**config.mk**
```make
export PLATFORM = sky130hd
export DESIGN_NAME = btn_pulse_gen
export DESIGN_NICKNAME = d
export VERILOG_FILES = /design/src/rtl/btn_pkg.sv /design/src/rtl/btn_channel.sv /design/src/rtl/btn_pulse_gen.sv
export SDC_FILE = /design/constraint.sdc
export NUM_CORES = 1
export LEC_CHECK = 0
export BUFFER_PORTS_ARGS = -buffer_cell sky130_fd_sc_hd__buf_2
export CORE_ASPECT_RATIO = 0.6
export CORE_MARGIN = 2
export CORE_UTILIZATION = 53
export DETAILED_ROUTE_END_ITERATION = 12
export PLACE_DENSITY = 0.79
export REMOVE_ABC_BUFFERS = 1
export SLEW_MARGIN = 20
export SYNTH_ARGS = -nofsm -noshare
export SYNTH_HDL_FRONTEND = slang
export SYNTH_SLANG_ARGS = --single-unit
```
**constraint.sdc**
```tcl
create_clock -name clock -period 5.5 [get_ports clock]
set_input_delay 0.275 -clock clock [delete_from_list [all_inputs] [get_ports clock]]
set_output_delay 0.275 -clock clock [all_outputs]
set_load 0.01 [all_outputs]
```
**src/rtl/btn_pkg.sv**
```systemverilog
//------------------------------------------------------------------------------
// Module      : btn_pkg
// Description : Shared channel state encoding and counter sizing for the
//               push-button pulse generator.
// Revision    : 1.0 - initial release
//------------------------------------------------------------------------------
`default_nettype none

package btn_pkg;

   typedef enum logic [1:0] {
      RELEASED    = 2'd0,
      HOLD_DELAY  = 2'd1,
      HOLD_REPEAT = 2'd2
   } btn_state_t;

   // One width covers both the debounce and the repeat counter.
   function automatic int cnt_width(input int a, input int b, input int c);
      int m;
      m = a;
      if (b > m) m = b;
      if (c > m) m = c;
      return $clog2(m + 1);
   endfunction

endpackage

`default_nettype wire

```
**src/rtl/btn_channel.sv**
```systemverilog
//------------------------------------------------------------------------------
// Module      : btn_channel
// Description : One button: 2-flop synchronizer, debounce, press/release
//               pulses and hold-to-auto-repeat.
// Revision    : 1.0 - initial release
//------------------------------------------------------------------------------
`default_nettype none

module btn_channel
   import btn_pkg::*;
#(
   parameter int DEBOUNCE_CYCLES = 1000000,
   parameter int REPEAT_DELAY    = 50000000,
   parameter int REPEAT_PERIOD   = 10000000
) (
   input  logic clock,
   input  logic reset,
   input  logic btn_async,
   input  logic repeat_en,
   output logic btn_level,
   output logic btn_press,
   output logic btn_release
);

   localparam int CW = cnt_width(DEBOUNCE_CYCLES, REPEAT_DELAY, REPEAT_PERIOD);
   localparam logic [CW-1:0] c_deb_lim = CW'(DEBOUNCE_CYCLES);
   localparam logic [CW-1:0] c_dly_lim = CW'(REPEAT_DELAY);
   localparam logic [CW-1:0] c_per_lim = CW'(REPEAT_PERIOD);

   logic          r_sync1;
   logic          r_sync2;
   logic          r_level;
   logic          r_press;
   logic          r_release;
   logic [CW-1:0] r_cnt;
   logic [CW-1:0] r_rcnt;
   btn_state_t    r_state;

   logic [CW-1:0] w_cnt_inc;
   logic [CW-1:0] w_rcnt_inc;
   logic [CW-1:0] w_rcnt_next;
   logic [CW-1:0] w_lim;
   logic          w_flip;
   logic          w_rise;
   logic          w_fall;
   logic          w_press_next;
   logic          w_release_next;
   btn_state_t    w_state_next;

   assign w_cnt_inc  = r_cnt + CW'(1);
   assign w_rcnt_inc = r_rcnt + CW'(1);
   assign w_flip     = (r_sync2 != r_level) && (w_cnt_inc == c_deb_lim);
   assign w_rise     = w_flip && r_sync2;
   assign w_fall     = w_flip && !r_sync2;

   always_ff @(posedge clock) begin
      if (reset) begin
         r_sync1   <= 1'b0;
         r_sync2   <= 1'b0;
         r_level   <= 1'b0;
         r_cnt     <= '0;
         r_rcnt    <= '0;
         r_press   <= 1'b0;
         r_release <= 1'b0;
         r_state   <= RELEASED;
      end else begin
         r_sync1 <= btn_async;
         r_sync2 <= r_sync1;
         if (r_sync2 == r_level) begin
            r_cnt <= '0;
         end else if (w_flip) begin
            r_cnt   <= '0;
            r_level <= r_sync2;
         end else begin
            r_cnt <= w_cnt_inc;
         end
         r_rcnt    <= w_rcnt_next;
         r_press   <= w_press_next;
         r_release <= w_release_next;
         r_state   <= w_state_next;
      end
   end

   always_comb begin
      w_state_next   = r_state;
      w_rcnt_next    = r_rcnt;
      w_press_next   = 1'b0;
      w_release_next = 1'b0;
      w_lim          = (r_state == HOLD_REPEAT) ? c_per_lim : c_dly_lim;
      case (r_state)
         RELEASED: begin
            if (w_rise) begin
               w_press_next = 1'b1;
               w_rcnt_next  = '0;
               w_state_next = HOLD_DELAY;
            end
         end
         HOLD_DELAY, HOLD_REPEAT: begin
            // A release wins over a repeat falling due on the same edge.
            if (w_fall) begin
               w_release_next = 1'b1;
               w_rcnt_next    = '0;
               w_state_next   = RELEASED;
            end else if ((r_rcnt == w_lim) || (w_rcnt_inc == w_lim)) begin
               if (repeat_en) begin
                  w_press_next = 1'b1;
                  w_rcnt_next  = '0;
                  w_state_next = HOLD_REPEAT;
               end else begin
                  w_rcnt_next = w_lim;
               end
            end else begin
               w_rcnt_next = w_rcnt_inc;
            end
         end
         default: begin
            w_rcnt_next  = '0;
            w_state_next = RELEASED;
         end
      endcase
   end

   assign btn_level   = r_level;
   assign btn_press   = r_press;
   assign btn_release = r_release;

endmodule

`default_nettype wire

```
**src/rtl/btn_pulse_gen.sv**
```systemverilog
//------------------------------------------------------------------------------
// Module      : btn_pulse_gen
// Description : N_BTN independent debounced button channels with level,
//               press/auto-repeat and release outputs.
// Revision    : 1.0 - initial release
//------------------------------------------------------------------------------
`default_nettype none

module btn_pulse_gen
   import btn_pkg::*;
#(
   parameter int N_BTN           = 5,
   parameter int DEBOUNCE_CYCLES = 1000000,
   parameter int REPEAT_DELAY    = 50000000,
   parameter int REPEAT_PERIOD   = 10000000
) (
   input  logic             clock,
   input  logic             reset,
   input  logic [N_BTN-1:0] btn_async,
   input  logic [N_BTN-1:0] repeat_en,
   output logic [N_BTN-1:0] btn_level,
   output logic [N_BTN-1:0] btn_press,
   output logic [N_BTN-1:0] btn_release
);

   for (genvar i = 0; i < N_BTN; i++) begin : g_chan
      btn_channel #(
         .DEBOUNCE_CYCLES (DEBOUNCE_CYCLES),
         .REPEAT_DELAY    (REPEAT_DELAY),
         .REPEAT_PERIOD   (REPEAT_PERIOD)
      ) u_chan (
         .clock       (clock),
         .reset       (reset),
         .btn_async   (btn_async[i]),
         .repeat_en   (repeat_en[i]),
         .btn_level   (btn_level[i]),
         .btn_press   (btn_press[i]),
         .btn_release (btn_release[i])
      );
   end

endmodule

`default_nettype wire
```
==> run summary <==
Chip height -> 153 um
Startpoint types -> flop
Ports -> 27
Post-synthesis compound-gate area fraction -> 0.165
GRT overflow -> 0
Status -> completed
Peak VDD IR -> 0.221 mV
Final setup fails -> 0
Htree depth -> 1
Gate power share -> 0.016
Clk Latency, worst-skew pair -> 0.57 ns
Clk root buf -> clkbuf_16
Final WS setup -> 1.03 ns
CP max FO -> 11
Die X -> 252 um
Final nets -> 2504
Ys flop type -> dfxtp_1
Hold-critical path depth -> 2
Post-DRT Antenna Nets -> 0
Switching power -> 951 uW
CTS buffer count -> 30
Mapped Cells -> 2552
TritonCTS clock tree -> yes
Placement Setup Slack -> 1.15 ns
Crit path kind -> flop to flop
# rows -> 54
Setup TNS -> 0 ns
Detailed Place HPWL -> 39000 um
Share of layout cells above drive strength 1 -> 0.0609
Port Buffers -> 26
Sequential power share -> 0.482
Slew margin rel. -> 0.252
Post-synth ARST share -> 0
RSZ-0062 raised after global routing -> no
Initial Utilization -> 0.538
# clock sinks -> 295
Total track usage -> 0.269
Synthesized cell area -> 19500 um2
Area growth from synthesis to layout -> 6.43%
Most common cell after layout, fill and taps aside -> dfxtp_1
Vias in the first global route -> 17192
Hold Path Class -> primary input to flop
1st-pass router iterations -> 9
Ys Warns -> 0
DRC -> 0
Number of gates resized after cts -> 0
Routed WL -> 53900 um
Sw Share -> 0.214
Clock buffer depth -> 3
Slew Viols, Final -> 0
Syn Area/Cell -> 7.66 um2
Final cycle utilization of the critical path -> 0.812
Antenna fix cells -> 0
Pleak -> 0.00647 uW
Core area -> 36300 um2
Post-Synth Simple-Gate Area -> 0.351
Post-synthesis cell type count -> 96
Post-synthesis xor/xnor area fraction -> 0.0932
Critical Path RT -> 5.96 ns
Worst Clk Skew -> 0.0114 ns
Most frequent cells in the layout -> dfxtp_1 (295), nor2_1 (281), nand2_1 (230)
EDFF count, synth -> 0
Yosys reg bits -> 295
Largest net degree at the start of global routing -> 39
Total of max-cap violations -> 0
Min Tclk post-route -> 4.47 ns
Worst R2R Path Depth -> 9
Die area -> 38500 um2
Register area share after synthesis -> 0.302
Vias per inst -> 6.55
Mux contribution to synthesized area -> 0.0120
First-pass GRT wire length -> 87900 um
Clock Power Share -> 0.503
Crit end category -> flop
Number of DRC violations after detailed-routing iteration 0 -> 2461
Initial antenna violation count -> 1
Final hold vios -> 0
Post-Synth Adder-Cell Area -> 0.0218
Clock Pin Slew Worst Setup and Hold Paths -> 0.07 ns
RePlAce Congestion -> 1.01
Crit path DAT -> 4.92 ns
Largest family of logic cells by synthesized area -> simple AND/OR/NAND/NOR gates
DR vias -> 19379
Internal power -> 3500 uW
Cell Pwr Density -> 214 nW/um2
Worst Max-Slew Pin Slew -> 1.12 ns
WL/cell -> 18.2 um
Fmax -> 224 MHz
-- cells in the mapped netlist, drive strengths merged, types with 12 or more instances --
master,n,area [um2]
nand3,133,671
xnor2,126,1100
and3,47,294
inv,88,330
o31a,15,131
clkbuf,135,510
o21ai,55,279
mux2i,19,190
nand4b,15,131
ha,34,425
xor2,82,718
and4,34,298
nor4b,13,120
o31ai,18,135
a31oi,53,332
a22o,15,131
dfxtp,295,5910
a32oi,15,131
nand2,230,863
or2,16,100
nor3,112,566
o22ai,18,113
nor2,282,1060
nor2b,34,213
a21o,16,120
buf,38,225
a2111oi,12,139
a211oi,18,135
o21a,15,113
nand2b,21,131
or3,33,206
a21oi,60,300
or4,30,225
nor4,94,613
and2,23,144
a31o,12,105
nand4,121,778
o211ai,14,105
-- per-layer routing --
layer,GRT usage,share of wire
met4,0.0535,0.018
met2,0.374,0.40
met1,0.413,0.47
met5,0,0.00020
met3,0.0659,0.11
-- cells by family after synthesis --
logic type / Yosys count
AO/OA/AOI/OAI: 444
XOR/XNOR: 208
adder cells (fa/ha/maj): 34
buffers and inverters: 261
flip-flops: 295
multiplexers: 23
AND/OR/NAND/NOR: 1287
-- state kept, by name, summed over array words and instances, names as in the netlist --
name                       flops
g_chan.u_chan.btn_level        5
g_chan.u_chan.r_sync2          5
g_chan.u_chan.r_sync1          5
g_chan.u_chan.r_state         10
g_chan.u_chan.r_cnt          130
g_chan.u_chan.btn_press        5
g_chan.u_chan.btn_release      5
g_chan.u_chan.r_rcnt         130
-- what timing repair did --
item | in CTS | in global routing
endpoints found under the hold margin | 5 | 0
setup buffers | 0 | 0
hold buffers | 5 | 0
-- worst max-delay path: stages (launching register included) --
cell and delay [ns]:
dfxtp_1 0.49, nand4_1 0.44, or4_1 0.71, or3_1 0.41, a2111oi_1 0.55, nand4_1 0.20, a2111oi_2 0.49, or2_1 0.41
nor3_1 0.25, a311o_1 0.40
-- final timing paths --
check,end,start,slack [ns]
worst max-delay path,g_chan[1].u_chan.r_rcnt[9],g_chan[1].u_chan.r_rcnt[3],1.03
worst min-delay path,g_chan[1].u_chan.r_state[1],repeat_en[1],0.02
worst max register to register,g_chan[1].u_chan.r_rcnt[9],g_chan[1].u_chan.r_rcnt[3],1.03
worst min register to register,g_chan[3].u_chan.r_sync2,g_chan[3].u_chan.r_sync1,0.43
-- layout make-up --
type | count | area, um2
Timing Repair Buffer | 47 | 303
Sequential cell | 295 | 5910
Multi-Input combinational cell | 1996 | 12600
Inverter | 88 | 330
Clock inverter | 14 | 203
Tap cell | 476 | 596
Clock buffer | 41 | 873
Fill cell | 3333 | 15600
-- per-stage QoR --
step	instances	hold slack, ns	util	instance area [um2]	total power (uW)
3_3_place_gp	2897	0.421	0.541	19700	2260
4_1_cts	2957	0.00131	0.572	20800	4480
6_report	2957	0.0225	0.572	20800	4450
5_1_grt	2957	0.0222	0.572	20800	4580
3_5_place_dp	2897	0.423	0.541	19700	2260
2_1_floorplan	2379	0.344	-	18800	2220
-- power by group through the flow --
stage | registers (uW) | clock network [uW] | logic (uW)
2_1_floorplan | 2190 | 0 | 30.3
3_3_place_gp | 2190 | 0 | 63.4
3_5_place_dp | 2190 | 0 | 65.0
4_1_cts | 2140 | 2270 | 68.3
5_1_grt | 2140 | 2360 | 76.0
6_report | 2140 | 2240 | 69.8
(Power assumes the default switching activity.)
